**src/rtl/softmax_mode1_reader_pkg.sv**
```systemverilog
// Shared constants and types for the softmax mode-1 reader.
// FP format mirrors defines.v; MODE1_READER_TAILPAD_EN enables tail padding.
package softmax_mode1_reader_pkg;

    localparam int DATAWIDTH  = 16;
    localparam int MANTISSA   = 10;
    localparam int EXPONENT   = 5;
    localparam int ADDR_WIDTH = 10;
    localparam int LEN_WIDTH  = 12;
    localparam int LANES      = 4;

    localparam logic [DATAWIDTH-1:0] FP_NEG_INF =
        {1'b1, {EXPONENT{1'b1}}, {MANTISSA{1'b0}}};

    typedef logic [DATAWIDTH-1:0]             fp_t;
    typedef logic [LANES*DATAWIDTH-1:0]       word_t;
    typedef logic [LANES-1:0][DATAWIDTH-1:0]  lanes_t;

    typedef enum logic [1:0] {
        ST_IDLE,
        ST_READ,
        ST_DRAIN,
        ST_DONE
    } state_t;

endpackage

```
**src/rtl/softmax_mode1_reader_if.sv**
```systemverilog
// Input-buffer read port plus the lane/strobe bundle to the 4-lane max tree.
// master = reader side, slave = SRAM + max tree side.
interface softmax_mode1_reader_if;
    import softmax_mode1_reader_pkg::*;

    logic                  mem_ren;
    logic [ADDR_WIDTH-1:0] mem_addr;
    word_t                 mem_rdata;
    fp_t                   outp0;
    fp_t                   outp1;
    fp_t                   outp2;
    fp_t                   outp3;
    logic                  mode1_run;
    logic                  mode1_clr;
    logic                  mode1_done;

    modport master (
        output mem_ren, mem_addr,
        output outp0, outp1, outp2, outp3,
        output mode1_run, mode1_clr, mode1_done,
        input  mem_rdata
    );

    modport slave (
        input  mem_ren, mem_addr,
        input  outp0, outp1, outp2, outp3,
        input  mode1_run, mode1_clr, mode1_done,
        output mem_rdata
    );

endinterface

```
**src/rtl/softmax_mode1_reader_lane_pad.sv**
```systemverilog
// mode1_lane_pad: splits a buffer word into lanes, forcing -inf past the
// vector end in the last word. Built only with MODE1_READER_TAILPAD_EN.
`ifdef MODE1_READER_TAILPAD_EN
module mode1_lane_pad
    import softmax_mode1_reader_pkg::*;
(
    input  word_t      i_word,
    input  logic       i_vld,
    input  logic       i_last,
    input  logic [1:0] i_len_lo,
    output lanes_t     o_lanes
);

    always_comb begin
        o_lanes = '0;
        for (int k = 0; k < LANES; k++) begin
            if (i_vld) begin
                if (i_last && (i_len_lo != 2'd0) &&
                    (k >= int'(i_len_lo)))
                    o_lanes[k] = FP_NEG_INF;
                else
                    o_lanes[k] = i_word[k*DATAWIDTH +: DATAWIDTH];
            end
        end
    end

endmodule
`endif

```
**src/rtl/softmax_mode1_reader.sv**
```systemverilog
// Streams an FP vector from the input buffer onto the 4-lane max tree.
// Define MODE1_READER_TAILPAD_EN for ceil() word count and -inf tail padding.
module softmax_mode1_reader
    import softmax_mode1_reader_pkg::*;
(
    input  logic                  i_clk,
    input  logic                  i_reset,
    input  logic                  i_start,
    input  logic [ADDR_WIDTH-1:0] i_base_addr,
    input  logic [LEN_WIDTH-1:0]  i_inp_len,
    output logic                  o_busy,
    softmax_mode1_reader_if.master bus
);

    state_t                r_state;
    state_t                w_next;
    logic [ADDR_WIDTH-1:0] r_addr;
    logic [LEN_WIDTH-1:0]  r_words;
    logic [LEN_WIDTH-1:0]  r_cnt;
    logic [LEN_WIDTH-1:0]  w_words;
    logic                  r_vld;
    logic                  r_clr;
    logic                  w_accept;
    logic                  w_last_issue;
    lanes_t                w_lanes;

`ifdef MODE1_READER_TAILPAD_EN
    logic [LEN_WIDTH:0] w_len_up;
    logic               r_last;
    logic [1:0]         r_len_lo;

    assign w_len_up = {1'b0, i_inp_len} + (LEN_WIDTH+1)'(3);
    assign w_words  = LEN_WIDTH'(w_len_up >> 2);
`else
    assign w_words  = i_inp_len >> 2;
`endif

    assign w_accept     = (r_state == ST_IDLE) && i_start;
    assign w_last_issue = (r_cnt + LEN_WIDTH'(1)) == r_words;

    always_ff @(posedge i_clk) begin
        if (i_reset)
            r_state <= ST_IDLE;
        else
            r_state <= w_next;
    end

    always_comb begin
        w_next         = r_state;
        bus.mem_ren    = 1'b0;
        bus.mode1_done = 1'b0;
        unique case (r_state)
            ST_IDLE: begin
                if (i_start)
                    w_next = (w_words == '0) ? ST_DONE : ST_READ;
            end
            ST_READ: begin
                bus.mem_ren = 1'b1;
                if (w_last_issue)
                    w_next = ST_DRAIN;
            end
            // last beat is on the lanes this cycle
            ST_DRAIN: begin
                if (r_vld)
                    w_next = ST_DONE;
            end
            ST_DONE: begin
                bus.mode1_done = 1'b1;
                w_next         = ST_IDLE;
            end
            default: w_next = ST_IDLE;
        endcase
    end

    always_ff @(posedge i_clk) begin
        if (i_reset) begin
            r_addr  <= '0;
            r_cnt   <= '0;
            r_words <= '0;
            r_vld   <= 1'b0;
            r_clr   <= 1'b0;
        end else begin
            r_clr <= w_accept;
            r_vld <= bus.mem_ren;
            if (w_accept) begin
                r_addr  <= i_base_addr;
                r_cnt   <= '0;
                r_words <= w_words;
            end else if (bus.mem_ren) begin
                r_addr <= r_addr + ADDR_WIDTH'(1);
                r_cnt  <= r_cnt + LEN_WIDTH'(1);
            end
        end
    end

`ifdef MODE1_READER_TAILPAD_EN
    always_ff @(posedge i_clk) begin
        if (i_reset) begin
            r_last   <= 1'b0;
            r_len_lo <= 2'd0;
        end else begin
            r_last <= bus.mem_ren && w_last_issue;
            if (w_accept)
                r_len_lo <= i_inp_len[1:0];
        end
    end

    mode1_lane_pad u_pad (
        .i_word   (bus.mem_rdata),
        .i_vld    (r_vld),
        .i_last   (r_last),
        .i_len_lo (r_len_lo),
        .o_lanes  (w_lanes)
    );
`else
    assign w_lanes = r_vld ? bus.mem_rdata : '0;
`endif

    assign bus.mem_addr  = r_addr;
    assign bus.outp0     = w_lanes[0];
    assign bus.outp1     = w_lanes[1];
    assign bus.outp2     = w_lanes[2];
    assign bus.outp3     = w_lanes[3];
    assign bus.mode1_run = r_vld;
    assign bus.mode1_clr = r_clr;
    assign o_busy        = (r_state != ST_IDLE);

endmodule

```
**src/flat_wrapper.sv**
```systemverilog
// flat-port wrapper written by rule: the top's interface ports become plain ports
module softmax_mode1_reader_flat import softmax_mode1_reader_pkg::*;
  (i_clk, i_reset, i_start, i_base_addr, i_inp_len, o_busy, bus_mem_ren, bus_mem_addr, bus_outp0, bus_outp1, bus_outp2, bus_outp3, bus_mode1_run, bus_mode1_clr, bus_mode1_done, bus_mem_rdata);
  softmax_mode1_reader_if bus_i ();
  input  logic i_clk;
  input  logic i_reset;
  input  logic i_start;
  input  logic [ADDR_WIDTH-1:0] i_base_addr;
  input  logic [LEN_WIDTH-1:0] i_inp_len;
  output logic o_busy;
  output wire logic [$bits(bus_i.mem_ren)-1:0] bus_mem_ren;
  output wire logic [$bits(bus_i.mem_addr)-1:0] bus_mem_addr;
  output wire logic [$bits(bus_i.outp0)-1:0] bus_outp0;
  output wire logic [$bits(bus_i.outp1)-1:0] bus_outp1;
  output wire logic [$bits(bus_i.outp2)-1:0] bus_outp2;
  output wire logic [$bits(bus_i.outp3)-1:0] bus_outp3;
  output wire logic [$bits(bus_i.mode1_run)-1:0] bus_mode1_run;
  output wire logic [$bits(bus_i.mode1_clr)-1:0] bus_mode1_clr;
  output wire logic [$bits(bus_i.mode1_done)-1:0] bus_mode1_done;
  input wire logic [$bits(bus_i.mem_rdata)-1:0] bus_mem_rdata;
  assign bus_mem_ren = bus_i.mem_ren;
  assign bus_mem_addr = bus_i.mem_addr;
  assign bus_outp0 = bus_i.outp0;
  assign bus_outp1 = bus_i.outp1;
  assign bus_outp2 = bus_i.outp2;
  assign bus_outp3 = bus_i.outp3;
  assign bus_mode1_run = bus_i.mode1_run;
  assign bus_mode1_clr = bus_i.mode1_clr;
  assign bus_mode1_done = bus_i.mode1_done;
  assign bus_i.mem_rdata = bus_mem_rdata;
  softmax_mode1_reader u_core (.i_clk(i_clk), .i_reset(i_reset), .i_start(i_start), .i_base_addr(i_base_addr), .i_inp_len(i_inp_len), .o_busy(o_busy), .bus(bus_i));
endmodule
```
**config.mk**
```make
export PLATFORM = sky130hd
export DESIGN_NAME = softmax_mode1_reader_flat
export DESIGN_NICKNAME = d
export VERILOG_FILES = /design/src/rtl/softmax_mode1_reader_pkg.sv /design/src/rtl/softmax_mode1_reader_if.sv /design/src/rtl/softmax_mode1_reader_lane_pad.sv /design/src/rtl/softmax_mode1_reader.sv /design/src/flat_wrapper.sv
export SDC_FILE = /design/constraint.sdc
export NUM_CORES = 1
export LEC_CHECK = 0
export CAP_MARGIN = 40
export CORE_MARGIN = 4
export CORE_UTILIZATION = 40
export DETAILED_ROUTE_END_ITERATION = 16
export PLACE_DENSITY = 0.95
export SYNTH_ARGS = -nofsm -noshare
export SYNTH_HDL_FRONTEND = slang
export SYNTH_SLANG_ARGS = --single-unit
```
**constraint.sdc**
```tcl
create_clock -name i_clk -period 4.3 [get_ports i_clk]
set_clock_uncertainty 0.2 [all_clocks]
set_input_delay 0.645 -clock i_clk [delete_from_list [all_inputs] [get_ports i_clk]]
set_output_delay 0.645 -clock i_clk [all_outputs]
set_load 0.02 [all_outputs]
```
; Word-level counts from Yosys, hierarchy flattened
; Index checks and enable logic that the tools add are counted.
[word_totals]
ff_bits = 36
out_inout_bits = 79
word_cells = 32
[classes]
add_sub_neg = 2
eq_ne = 7
muxes = 10
reduce_logical = 7
[ops]
columns = operator, n
row1 = 64-bit 2-to-1 mux, 1
row2 = 10-bit 2-to-1 mux, 2
row3 = 12-bit by 1-bit adder with 12-bit output (second input constant), 1
row4 = 12-bit by 10-bit == test with 1-bit output, 1
row5 = 12-bit logical NOT, 1
row6 = 10-bit by 1-bit adder with 10-bit output (second input constant), 1
row7 = 2-bit 2-to-1 mux, 4
row8 = 2-bit case mux with 4 select lines, 1
row9 = 2-bit == test (second input constant), 2
row10 = 2-bit by 1-bit inequality test with 1-bit output (second input constant), 2
row11 = 2-bit nonzero test, 2
row12 = 3-bit AND reduction, 1
row13 = 2-bit by 1-bit == test with 1-bit output (second input constant), 1
row14 = 2-bit logical NOT, 1
row15 = 1-bit 2-to-1 mux, 2
row16 = 2-bit inequality test (second input constant), 1
row17 = 2-bit OR reduction, 1
row18 = 1-bit logical AND, 1

; Depth between registers and ports, before layout
; Gate-level depths: netlist (run 1).
[depth]
ltp_word = 4
mapped_depth = 8
ltp_nobuf = 8

; Worst setup path after synthesis (run 1)
; Ideal clock, no wire load.
[synth_timing]
path_kind = register to register
from = register u_core.r_cnt[1]
to = register u_core.r_state[1]
arrival_time_ns = 1.912
t_required_ns = 3.979
setup_slack_ns = 2.067
path_stages_with_launch = 9
period_less_slack_ns = 2.233
path_cell_list = dfxtp_1 > ha_1 > buf_6 > and3_2 > a2111oi_4 > nor4_2 > a211oi_2 > a21oi_2 > mux2_4
[synth_via]
elab_chain_cells = 4
[synth_lines]
columns = item, line
row1 = start: declaration, softmax_mode1_reader.sv:19  ; logic [LEN_WIDTH-1:0] r_cnt;
row2 = start signal: assignment, softmax_mode1_reader.sv:91  ; r_cnt <= r_cnt + LEN_WIDTH'(1);
row3 = 12-bit by 1-bit adder with 12-bit output, softmax_mode1_reader.sv:39  ; assign w_last_issue = (r_cnt + LEN_WIDTH'(1)) == r_words;
row4 = 12-bit by 10-bit == test with 1-bit output, softmax_mode1_reader.sv:39
row5 = 2-bit by 1-bit inequality test with 1-bit output (no source line), -
row6 = 3-bit AND reduction (no source line), -
row7 = end signal: assignment, softmax_mode1_reader.sv:45  ; r_state <= w_next;
row8 = end: declaration, softmax_mode1_reader.sv:15  ; state_t r_state;
; No other way between the ends.
; A chain may end at the register's enable or synchronous reset.

; Worst setup path in the final report (run 1)
[layout_timing]
from = register u_core.r_vld, in the netlist u_core.bus.mode1_run
to = output port bus_outp3[8]
[layout_via]
elab_chain_cells = 1
[layout_lines]
columns = item, line
row1 = start: declaration, softmax_mode1_reader.sv:21  ; logic r_vld;
row2 = start signal: assignment, softmax_mode1_reader.sv:84  ; r_vld <= bus.mem_ren;
row3 = 64-bit 2-to-1 mux, softmax_mode1_reader.sv:116  ; assign w_lanes = r_vld ? bus.mem_rdata : '0;
row4 = end: declaration, flat_wrapper.sv:16  ; output wire logic [$bits(bus_i.outp3)-1:0] bus_outp3;
; No other way between the ends.

==> qor.txt, run 1 <==
Status - finished clean
Starting density of the core - 41.08%
Top_reg_cell synth - dfxtp_1
CP Class - reg -> out
Compound-cell area share of the yosys netlist - 12.45%
Initial antenna violation count - 0
CP Data Arrival Time - 2360 ps
Final setup fails - 0
Boundary pin count - 168
H-tree levels - 2
Net Switching - 593.7 uW
Root Buffer - clkbuf_8
GRT Util Overall - 23.14%
Clock latency on the worst-skew pair - 290 ps
Max Clock Freq - 311.7 MHz
Core area - 0.006314 sq mm
Slew HR - 48.22%
Clock transition at the registers of the reported paths - 70 ps
IO Port Bufs - 165
Via count - 2872
Clk network pwr share - 17.5%
Number of buffers created by CTS - 5
Worst EP required - 3450 ps
Post-synthesis sequential element count - 36
Final net count - 570
Peak supply drop - 0.2922 mV
MaxCap Viol Count - 0
Final min period - 3208 ps
Simple-gate share of the synthesized area - 38.64%
Leakage - 1.597 nW
Worst Hold Class - reg -> reg
P&R area growth vs syn - 66.09%
Total number of clock tree sinks - 36
Crit share post-route - 74.61%
CTS tree - yes
Layout cells sized above 1 - 5.063%
Routed wire length - 9268 um
Residual DRC count - 0
Total die area - 0.007837 sq mm
Drt via density - 5.212
Sequential area share after synthesis - 27.79%
PwrDens - 352.4 mW/mm^2
Gate power share - 52.8%
Crit end category - output pin
Yosys warns - 0
P_int - 924.2 uW
Sequential Power Share - 29.7%
Commonest non-fill, non-tap cell in the layout - clkdlybuf4s50_1
Slew Viols, Final - 0
EDFF count, synth - 0
Unrepaired setup endpoints after global routing - false
Total gr overflow - 0
Largest net degree at the start of global routing - 35
Syn Area/Cell - 7.932 sq um
Cts hold-fix bufs - 0
Ys async rst share - 0%
Endpoints failing hold - 0
Rows - 29
Switching part of the total - 39.11%
Number of global-route vias before repair - 2815
Crit start category - flip-flop
Die Ht - 88.53 um
Final TNS setup - 0 ps
First drt pass iteration count - 4
Post-CTS Repair Setup Buffers - 0
Syn nets - 423
Largest family of logic cells by synthesized area - simple AND/OR/NAND/NOR gates
First DRT Iteration DRCs - 116
Routed Antenna Nets - 0
Adder-Cell Fraction of Synth Area - 3.377%
Unique masters post-synth - 50
HPWL Detailed - 7501 um
Post-Syn Instances - 327
Post-cts sizing count - 0
Die Wd - 88.53 um
Diodes inserted - 0
Worst-path maximum fanout - 34
Most frequent cells in the layout - clkdlybuf4s50_1 (165), and2_1 (68), dfxtp_1 (36)
Synthesized cell area - 0.002594 sq mm
Xor-xnor portion of the synthesized cell area - 9.117%
Final core utilization - 68.23%
First-pass GRT wire length - 14050 um
Gpl congestion - 0.7930
Drt wl/cell - 16.82 um
Total power - 1.518 mW
Clock tree buffer depth - 2
Least-Margin Pin Slew - 775.7 ps
Mux contribution to synthesized area - 1.737%
-- state kept, by name, indices dropped and copies added, names as in the netlist --
signal and flops:
u_core.r_words 10, u_core.r_state 2, u_core.r_cnt 12, u_core.bus.mode1_run 1
u_core.bus.mem_addr 10, u_core.bus.mode1_clr 1
-- stage by stage --
step                instance area, sq um  hold slack [ps]  setup slack [ps]  instances
floorplan                           2594            248.1              2067        327
global placement                    4212            259.6              1462        544
detailed placement                  4212            263.0              1410        544
CTS                                 4308            272.5              1070        551
global route                        4308            306.1             871.9        551
finish                              4308            270.5              1092        551
-- critical path: stages (launching register included) --
cell and delay, ps:
dfxtp_1 820, buf_4 370, and2_1 170, clkdlybuf4s50_1 700
-- synth_stat cells (4+ instances only) --
master	n	share of area, %
buf_6	5	2.2
o21ai_0	4	0.77
clkbuf_1	15	2.2
xnor2_1	9	3.0
dfxtp_1	36	28
or3_1	4	0.96
xor2_1	18	6.1
nand2_1	30	4.3
and2_1	68	16
inv_1	5	0.72
buf_2	5	0.96
a211oi_1	11	3.2
nand3_1	12	2.3
nor2_1	26	3.8
a21oi_1	13	2.5
nand4_1	7	1.7
ha_1	7	3.4
-- worst paths after layout --
kind | startpoint | to | slack, ps | cells past startpoint
hold / removal | u_core.r_words[1] | u_core.r_words[1] | 270 | 2
hold reg to reg | u_core.r_words[1] | u_core.r_words[1] | 270 | 2
setup / recovery | u_core.bus.mode1_run | bus_outp3[8] | 1090 | 3
setup reg to reg | u_core.r_cnt[0] | u_core.r_state[1] | 1630 | 7
-- power by group through the flow --
stage               Combinational [mW]  Sequential [mW]  Clock [mW]
finish                           0.802            0.450       0.266
global route                     0.853            0.460       0.282
CTS                              0.807            0.448       0.269
detailed placement               0.803            0.454           0
global placement                 0.783            0.451           0
floorplan                        0.426            0.461           0
-- cell type report --
class                      count  area [sq um]
sequential                    36         720.7
clock buffer                   7         96.34
inverter                       5         18.77
multi-input combinational    257          1694
tap                           77         96.34
timing repair buffer         169          1682
fill                         507          2006
-- metal layers --
metal | GRT usage [%] | share of wire (%)
met5 | 0 | 0
met4 | 7.967 | 2.7
met3 | 8.007 | 10
met2 | 42.56 | 49
met1 | 24.45 | 38
-- cells by family (layout without fill, tap and decap cells) --
kind of cell / count (synthesis) / in the layout
multiplexers: 4 / 4
AND/OR/NAND/NOR: 177 / 177
AO/OA/AOI/OAI: 42 / 42
XOR/XNOR: 27 / 27
buffers and inverters: 34 / 181
flip-flops: 36 / 36
adder cells (fa/ha/maj): 7 / 7
Note: power is estimated with default switching activity, not from simulation.
==> run 2, diff against run 1 <==
- CORE_UTILIZATION: 40 -> 37
- PLACE_DENSITY: 0.95 -> 0.9
- clock period: 4.3 -> 3.03 ns (I/O delays scaled with it)
==> run 2 against run 1 <==
  * Worst setup slack got worse by 570 ps
  * Combinational power is 43% higher
  * Total power rose by 40%
  * Via count fell by 2.0%
  * Critical path depth is the same
  * Critical path type unchanged
  * Clock-buffer cell count stayed put
  * Clock power is 36% higher
  * First-iteration DRC count increased by 61%
==> qor.txt, run 2 (synthesized netlist as in run 1, its figures left out) <==
Final net count - 571 (+0.18%)
Crit start category - flip-flop
Final core utilization - 63.87% (-4.4 points)
CP Data Arrival Time - 1860 ps (-500 ps)
Worst EP required - 2380 ps (-1070 ps)
HPWL Detailed - 7267 um (-3.1%)
Endpoints failing hold - 0 (unchanged)
CP Class - reg -> out
Worst Hold Slack - 276.5 ps (+5.992 ps)
Post-CTS Repair Setup Buffers - 0 (unchanged)
Boundary pin count - 168 (unchanged)
Leakage - 1.602 nW (+0.34%)
Diodes inserted - 0 (unchanged)
Rows - 30 (+3.4%)
First drt pass iteration count - 4 (unchanged)
Placed cells - 564 (+3.7%)
Final setup fails - 0 (unchanged)
Residual DRC count - 0 (unchanged)
Final min period - 2513 ps
MaxCap Viol Count - 0 (unchanged)
Die Ht - 91.73 um (+3.6%)
Drt wl/cell - 15.68 um (-6.8%)
Peak supply drop - 0.3627 mV (+24%)
Cts hold-fix bufs - 0 (unchanged)
Initial antenna violation count - 0 (unchanged)
Clock latency on the worst-skew pair - 280 ps (about the same)
Least-Margin Pin Slew - 447.6 ps (-328.0 ps)
Routed Antenna Nets - 0 (unchanged)
Routed wire length - 8955 um (-3.4%)
Worst Hold Class - reg -> reg
Clock tree buffer depth - 2 (unchanged)
Drt via density - 4.930 (-5.4%)
Max reg flops - 12 (unchanged)
Clock transition at the registers of the reported paths - 70 ps (about the same)
Gpl congestion - 0.8580 (+8.2%)
P&R area growth vs syn - 67.29%
Via count - 2815 (-2.0%)
Total die area - 0.008413 sq mm (+7.4%)
Largest net degree at the start of global routing - 67 (+91%)
Post-route setup slack - 516.9 ps (-574.9 ps)
Core area - 0.006794 sq mm (+7.6%)
Post-cts sizing count - 0 (unchanged)
Crit end category - output pin
IO Port Bufs - 165 (unchanged)
Unrepaired setup endpoints after global routing - false
Number of global-route vias before repair - 2730 (-3.0%)
Number of buffers created by CTS - 5 (unchanged)
CTS tree - yes
Post-place setup slack - 564.9 ps (-844.8 ps)
Slew Viols, Final - 0 (unchanged)
Total number of clock tree sinks - 36 (unchanged)
Total gr overflow - 0 (unchanged)
Die Wd - 91.73 um (+3.6%)
Area after DPL - 0.004243 sq mm (+0.74%)
Commonest non-fill, non-tap cell in the layout - clkdlybuf4s50_1
Final TNS setup - 0 ps (unchanged)
Total power - 2.130 mW (+40%)
Starting density of the core - 38.18% (-2.9 points)
Max Clock Freq - 397.9 MHz
PwrDens - 490.8 mW/mm^2 (+39%)
Biggest register - u_core.r_cnt
Status - finished clean
Design area - 0.004339 sq mm (+0.73%)
Worst-path maximum fanout - 66 (+94%)
GRT Util Overall - 20.64% (-2.5 points)
Root Buffer - clkbuf_8
H-tree levels - 2 (unchanged)
First DRT Iteration DRCs - 187 (+61%)
First-pass GRT wire length - 14090 um (+0.29%)
Crit share post-route - 82.94%
Slew HR - 70.16% (+22 points)
Non-Filler Instances - 571 (+3.6%)
Most frequent cells in the layout - clkdlybuf4s50_1 (165), and2_1 (68), dfxtp_1 (36)
Layout cells sized above 1 - 5.263% (+0.20 points)
run 2: power breakdown:
group | leakage, nW | internal, mW | switching [mW] | total [mW]
registers | 0.295 | 0.544 | 0.0770 | 0.621
logic | 1.26 | 0.564 | 0.583 | 1.15
clock network | 0.0503 | 0.202 | 0.159 | 0.362
run 2: worst paths after layout:
kind / from / end / slack [ps] / depth (start not counted)
setup / recovery: u_core.bus.mode1_run / bus_outp3[3] / 520 / 3
hold / removal: u_core.r_words[0] / u_core.r_words[0] / 280 / 2
setup reg to reg: u_core.r_cnt[0] / u_core.r_state[1] / 550 / 8
hold reg to reg: u_core.r_words[0] / u_core.r_words[0] / 280 / 2
run 2: worst max-delay path: stages (launching register included):
cell and delay, ps:
dfxtp_1 310, buf_4 370, and2_1 190, clkdlybuf4s50_1 670
run 2: per-layer routing:
metal	track usage, %	part of all wire, %	vias to the layer above
li1	-	-	1392
met1	23.49	40	1290
met2	38.22	51	122
met3	4.758	7.1	11
met4	5.817	1.3	0
met5	0	0	-
run 2: final cells by class:
class	count	area (sq um)
Clock buffer	7	96.34
Tap cell	96	120.1
Inverter	5	18.77
Fill cell	571	2455
Sequential cell	36	720.7
Timing Repair Buffer	170	1689
Multi-Input combinational cell	257	1694
==> run 3, diff against run 2 <==
- clock period: 3.03 -> 2.6 ns (I/O delays scaled with it)
==> run 3 against run 2 <==
  * Cell area rose by 1.7%
  * First-iteration DRC count fell by 51%
  * Clock power rose by 33%
  * Clock-buffer cell count fell by 2
  * Via count rose by 0.43%
  * Wire length rose by 3.3%
  * Combinational power rose by 19%
  * Worst setup slack got worse by 280 ps
  * Non-clock buffer count rose by 6
  * Largest cell class is now buffers
==> qor.txt, run 3 (synthesized netlist as in run 1, its figures left out) <==
Crit share post-route - 90.97%
Layout cells sized above 1 - 6.639% (+1.4 points)
Largest net degree at the start of global routing - 65 (-3.0%)
Crit path launch - u_core.r_cnt[3]
P&R area growth vs syn - 70.09%
Rows - 30 (unchanged)
Via count - 2827 (+0.43%)
Core area - 0.006794 sq mm (unchanged)
Non-Filler Instances - 578 (+1.2%)
Clock tree buffer depth - 2 (unchanged)
Worst EP required - 2570 ps (+190 ps)
Die Wd - 91.73 um (unchanged)
CP bufs+invs - 0 (-2)
PwrDens - 584.3 mW/mm^2 (+19%)
Routed wire length - 9251 um (+3.3%)
First-pass GRT wire length - 14510 um (+3.0%)
Slew HR - 69.31% (-0.85 points)
Reg-to-Reg Start - u_core.r_cnt[3]
Total number of clock tree sinks - 36 (unchanged)
Unrepaired setup endpoints after global routing - false
First drt pass iteration count - 7 (+3)
Commonest non-fill, non-tap cell in the layout - clkdlybuf4s50_1
Total gr overflow - 0 (unchanged)
Post-CTS Repair Setup Buffers - 0 (unchanged)
Clk network pwr share - 18.7% (+1.7 points)
Die Ht - 91.73 um (unchanged)
Gate power share - 53.3% (-0.5 points)
Biggest register - u_core.r_cnt
Endpoints failing hold - 0 (unchanged)
Peak supply drop - 0.4002 mV (+10%)
Least-Margin Pin Slew - 460.3 ps (+12.69 ps)
H-tree levels - 2 (unchanged)
Net Switching - 975.6 uW (+19%)
First DRT Iteration DRCs - 91 (-51%)
Crit end category - flip-flop
Most frequent cells in the layout - clkdlybuf4s50_1 (165), and2_1 (68), dfxtp_1 (36)
Max Clock Freq - 422.8 MHz
FF-to-FF path depth - 6 (-2)
Number of global-route vias before repair - 2832 (+3.7%)
CP Data Arrival Time - 2340 ps (+480 ps)
Residual DRC count - 0 (unchanged)
Leakage - 1.641 nW (+2.4%)
Diodes inserted - 0 (unchanged)
Root Buffer - clkbuf_8
Total die area - 0.008413 sq mm (unchanged)
Clock latency on the worst-skew pair - 290 ps (about the same)
Hold wc startpoint - u_core.r_words[9]
Final core utilization - 64.94% (+1.1 points)
R2R Setup Slk - 230 ps (-320 ps)
Crit start category - flip-flop
Worst Hold Depth - 2 (unchanged)
Placed cells - 570 (+1.1%)
Cts hold-fix bufs - 0 (unchanged)
P_int - 1.602 mW (+22%)
Slew Viols, Final - 0 (unchanged)
Final TNS setup - 0 ps (unchanged)
GRT Util Overall - 21.36% (+0.72 points)
Routed Antenna Nets - 0 (unchanged)
Post-route setup slack - 234.8 ps (-282.1 ps)
IO Port Bufs - 165 (unchanged)
Final setup fails - 0 (unchanged)
HPWL Detailed - 7592 um (+4.5%)
Final min period - 2365 ps
Gpl congestion - 0.8348 (-2.7%)
Max reg flops - 12 (unchanged)
Starting density of the core - 38.18% (unchanged)
Boundary pin count - 168 (unchanged)
Status - finished clean
Switching part of the total - 37.85% (-0.61 points)
Worst R2R End - u_core.r_state[1]
Initial antenna violation count - 0 (unchanged)
Clock transition at the registers of the reported paths - 70 ps (about the same)
Sequential Power Share - 28.0% (-1.2 points)
CTS tree - yes
Worst Hold Class - reg -> reg
Worst Setup EP - u_core.r_state[1]
Worst-path maximum fanout - 9 (-86%)
Worst-path cell chain - nand4_4 -> o221a_1 -> a311oi_2 -> a211oi_2 -> a21oi_2 -> mux2_4
Critical path depth - 6 (+3)
Number of buffers created by CTS - 5 (unchanged)
Drt wl/cell - 16.01 um (+2.1%)
Final net count - 577 (+1.1%)
Slowest cell on crit path - dfxtp_1
Post-cts sizing count - 0 (unchanged)
Drt via density - 4.891 (-0.79%)
Max incr delay on CP - 530 ps (-140 ps)
Post-place setup slack - 249.5 ps (-315.3 ps)
MaxCap Viol Count - 0 (unchanged)
CP Class - reg -> reg
Kind of cell adding the most delay to the critical path - compound AO/OA/AOI/OAI gates
## run 3: changes by cell type in the layout (fill, tap and decap cells not counted), sizes merged
cell	delta
clkbuf	-2
clkinvlp	+1
bufinv	+1
clkinv	+1
buf	+6
## run 3: metal layers
metal,up-vias,track usage [%],wire (um)
li1,1405,-,-
met1,1294,23.03,3699
met2,112,40.78,4701
met3,16,4.840,627
met4,0,6.807,222
met5,-,0,0
## run 3: per-stage QoR
stage	total power, mW	cell area [sq um]	hold slack (ps)
final	2.578	4412	273.1
after global routing	2.726	4412	293.1
after CTS	2.599	4412	273.8
after detailed placement	2.103	4300	264.3
after global placement	2.067	4300	258.7
after floorplan	1.466	2594	248.1
## run 3: worst min-delay path by stage
stage	to	slack, ps
global placement	u_core.r_words[0]	260
floorplan	u_core.r_words[1]	250
detailed placement	u_core.r_words[9]	260
global route	u_core.r_words[9]	290
finish	u_core.r_words[9]	270
CTS	u_core.r_words[9]	270
## run 3: power groups by stage
stage | Sequential (mW) | Combinational (mW) | Clock (mW)
finish | 0.720 | 1.37 | 0.482
global route | 0.736 | 1.47 | 0.516
CTS | 0.720 | 1.38 | 0.494
detailed placement | 0.730 | 1.37 | 0
global placement | 0.723 | 1.34 | 0
floorplan | 0.762 | 0.705 | 0
## run 3: tightest hold or removal path, cell delays in order, from the launching register on
cell,delay (ps)
dfxtp_1,320
nand2_1,50
a21oi_1,50
## run 3: final cells by class
class / count / area [sq um]
fill: 571 / 2382
timing repair buffer: 176 / 1747
multi-input combinational: 257 / 1694
sequential: 36 / 720.7
tap: 96 / 120.1
clock buffer: 5 / 68.82
clock inverter: 3 / 42.54
inverter: 5 / 18.77
==> variant 1: new RTL, settings of run 1 <==
Register the output `o_busy`, without a reset; this adds one clock of latency there. The other outputs are not delayed to match.
--- a/src/rtl/softmax_mode1_reader.sv
+++ b/src/rtl/softmax_mode1_reader.sv
@@ -123,7 +123,9 @@
     assign bus.outp3     = w_lanes[3];
     assign bus.mode1_run = r_vld;
     assign bus.mode1_clr = r_clr;
-    assign o_busy        = (r_state != ST_IDLE);
+    always_ff @(posedge i_clk) begin
+        o_busy <= (r_state != ST_IDLE);
+    end
 
 endmodule
 
Behaviour: not the same (a bounded check fails within 4 cycles, from zero or initial values and one cycle with i_reset high).
==> variant 1 against run 1 <==
Final area shrank 2.8%; fmax grew 5.4%; sequential cell count grew 1; global-route usage grew 0.92 points; synthesized area shrank 6.0%; hold slack gained 0.0066 ns; routed wire length shrank 2.9%; power shrank 2.5%; setup slack gained 0.16 ns.
==> variant 1: results (changes against run 1) <==
grt_usage_pct: 24.1  # +0.92 points
min_to: "u_core.r_words[5]"
met3_length_um: 762  # -21%
status: "finished clean"
routedWlPerCell_um: 16.7  # -0.52%
drt_iter0_drc: 137  # +18%
critPathArrivalTime_ns: 2.20  # -0.16 ns
setup_slack_ns: 1.26  # +0.164 ns
grt_pass1_vias: 2553  # -9.3%
finalNetCount: 559  # -1.9%
whs_ns: 0.277  # +0.00662 ns
dr_wl_met2_um: 4410  # -3.3%
seq_area_frac_synth_pct: 30.4  # +2.6 points
p_leak_nw: 1.57  # -1.6%
wl_met1_um: 3610  # +3.4%
synth_nets: 407  # -3.8%
place_inst: 531  # -2.4%
cp-endpoint: "bus_outp3[10]"
use_met2_pct: 41.8  # -0.72 points
place_congestion: 0.892  # +13%
irDropWorstVdd_uv: 220  # -25%
grt_max_degree: 42  # +20%
p_clk_share_pct: 16.3  # -1.2 points
synthCells: 311  # -4.9%
synth_common_cells: "and2_1 (65), dfxtp_1 (37), nand2_1 (33)"
==> variant 1: worst max-delay path, cell delays in order, from the launching register on <==
cell and delay, ns:
dfxtp_1 0.68, buf_4 0.39, and2_1 0.18, clkdlybuf4s50_1 0.64
==> variant 1: area by class of cell <==
type | instances | area, um2 | share of cell area [%]
flip-flops and latches | 37 | 741 | 17.7
inverters | 5 | 18.8 | 0.448
repair buffers | 168 | 1680 | 40.2
multi-input cells | 246 | 1570 | 37.4
clock buffers | 7 | 86.3 | 2.06
well taps | 75 | 93.8 | 2.24
==> variant 1: logic make-up after synthesis <==
logic type                 count (synthesis)  synth area share, %
buffers and inverters                     28                 5.39
DFF                                       37                 30.4
and+or+nand+nor                          165                 36.6
xor gates and xnor gates                  27                 11.1
AOI/OAI and AO/OA                         42                 10.8
adders and majority gates                  7                 3.59
muxes                                      5                 2.10
==> variant 2: new RTL, settings of run 1 <==
Without the edit above. The option `MODE1_READER_TAILPAD_EN` is turned on by a define.
--- a/src/rtl/softmax_mode1_reader_lane_pad.sv
+++ b/src/rtl/softmax_mode1_reader_lane_pad.sv
@@ -1,5 +1,7 @@
 // mode1_lane_pad: splits a buffer word into lanes, forcing -inf past the
 // vector end in the last word. Built only with MODE1_READER_TAILPAD_EN.
+`define MODE1_READER_TAILPAD_EN
+
 `ifdef MODE1_READER_TAILPAD_EN
 module mode1_lane_pad
     import softmax_mode1_reader_pkg::*;
Behaviour: not the same (Yosys sat finds a counterexample within 4 cycles, from zero or initial values and one cycle with i_reset high).
==> variant 2 against run 1 <==
Power is 15% higher; critical endpoint is now bus_outp1[1]; sequential cell count up 4; final area increased by 6.6%; routed wire length increased by 8.6%; synthesized area increased by 7.5%; setup slack got worse by 0.18 ns; fmax shrank 5.3%; register-to-register slack got worse by 0.25 ns.
==> variant 2: results (changes against run 1) <==
status: "finished clean"
ys.flop_type: "dfxtp_1"
synth_common_cells: "nor2_1 (78), and2_1 (42), dfxtp_1 (40)"
yosysUniqueCellTypes: 41  # -18%
ys_top_cells_by_area: "dfxtp_1 (29%), nor2_1 (10%), and2_1 (9.4%)"
cpPeakStageDelay_ns: 0.73  # -0.09 ns
async_reset_ff_share_pct: 0  # unchanged
synth_nets: 467  # +10%
path_max_fanout: 28  # -18%
port_buffers: 167  # +1.2%
path_clk_slew_ns: 0.08
num_vias: 3225  # +12%
place_congestion: 0.876  # +11%
tightest_slew_ns: 0.837  # +0.0614 ns
drt-total-wl_um: 10100  # +8.6%
largest_reg_flops: 12  # unchanged
grt_pass1_wl_um: 15800  # +12%
pre_cts_slack_ns: 1.23  # -0.176 ns
power_switching_w: 0.000696  # +17%
critPathArrivalTime_ns: 2.54  # +0.18 ns
cts_root_buf: "clkbuf_8"
met1_usage_pct: 27.6  # +3.2 points
p_leak_nw: 1.73  # +8.2%
post-route-util_pct: 67.6  # -0.63 points
final_layout_size_suffix_gt1_share_pct: 2.84  # -2.2 points
synth_warnings: 0  # unchanged
seq_area_frac_synth_pct: 28.7  # +0.93 points
clock_latency_ns: 0.29  # about the same
dp_hpwl_um: 7890  # +5.1%
grt_usage_pct: 23.0  # -0.18 points
cts_buffer_depth: 2  # unchanged
dr.pass1.iters: 5  # +1
hold_path_startpoint: "u_core.r_len_lo[1]"
use_met2_pct: 41.3  # -1.3 points
antenna_found_initial: 0  # unchanged
fill_cells: 531  # +4.7%
hold_viol: 0  # unchanged
place_inst: 616  # +13%
grt_max_degree: 29  # -17%
avgSynthCellArea_um2: 7.52  # -5.2%
critPathLaunch: "u_core.bus.mode1_run"
routedWlPerCell_um: 16.1  # -4.1%
htree_levels: 2  # unchanged
met3_usage_pct: 4.47  # -3.5 points
dpl-instance-area_mm2: 0.00449  # +6.5%
irDropWorstVdd_uv: 334  # +14%
finalNetCount: 623  # +9.3%
rr_startpoint: "u_core.r_cnt[0]"
drt_iter0_drc: 188  # +62%
-- variant 2: tightest hold or removal path, cell delays in order, from the launching register on --
cell     delay (ns)
dfxtp_1        0.35
nand2_1        0.07
a21oi_1        0.05
-- variant 2: cells by family after synthesis --
| family | share of synthesized area [%] |
|---|---|
| and+or+nand+nor | 36.5 |
| muxes | 0.718 |
| AOI/OAI and AO/OA | 12.2 |
| buffers and inverters | 5.43 |
| adders and majority gates | 3.14 |
| DFF | 28.7 |
| xor gates and xnor gates | 13.4 |
-- variant 2: final timing paths --
check	end	slack (ns)	cells after the start
setup reg to reg	u_core.r_state[1]	1.38	8
hold reg to reg	u_core.r_len_lo[1]	0.31	2
setup / recovery	bus_outp1[1]	0.91	5
hold / removal	u_core.r_len_lo[1]	0.31	2
-- variant 2: cell type report --
| type | instances | area share [%] |
|---|---|---|
| well taps | 96 | 2.62 |
| flip-flops and latches | 40 | 17.4 |
| clock inverters | 2 | 0.763 |
| multi-input cells | 302 | 40.0 |
| clock buffers | 6 | 1.58 |
| inverters | 7 | 0.572 |
| repair buffers | 171 | 37.0 |
-- variant 2: routing by layer --
metal	routed length, um	share of wire, %
met5	0	0
met4	170	1.7
met3	693	6.9
met2	5190	52
met1	4010	40
-- variant 2: stage by stage --
step	total power, W	hold slack (ns)
global route	0.00184	0.331
floorplan	0.00104	0.270
global placement	0.00140	0.283
finish	0.00175	0.315
detailed placement	0.00143	0.302
CTS	0.00175	0.315
-- variant 2: power by group through the flow --
stage	clock network [W]	logic, W	registers (W)
floorplan	0	0.000499	0.000539
global placement	0	0.000876	0.000520
detailed placement	0	0.000904	0.000526
CTS	0.000311	0.000915	0.000520
global route	0.000331	0.000979	0.000532
finish	0.000308	0.000915	0.000523
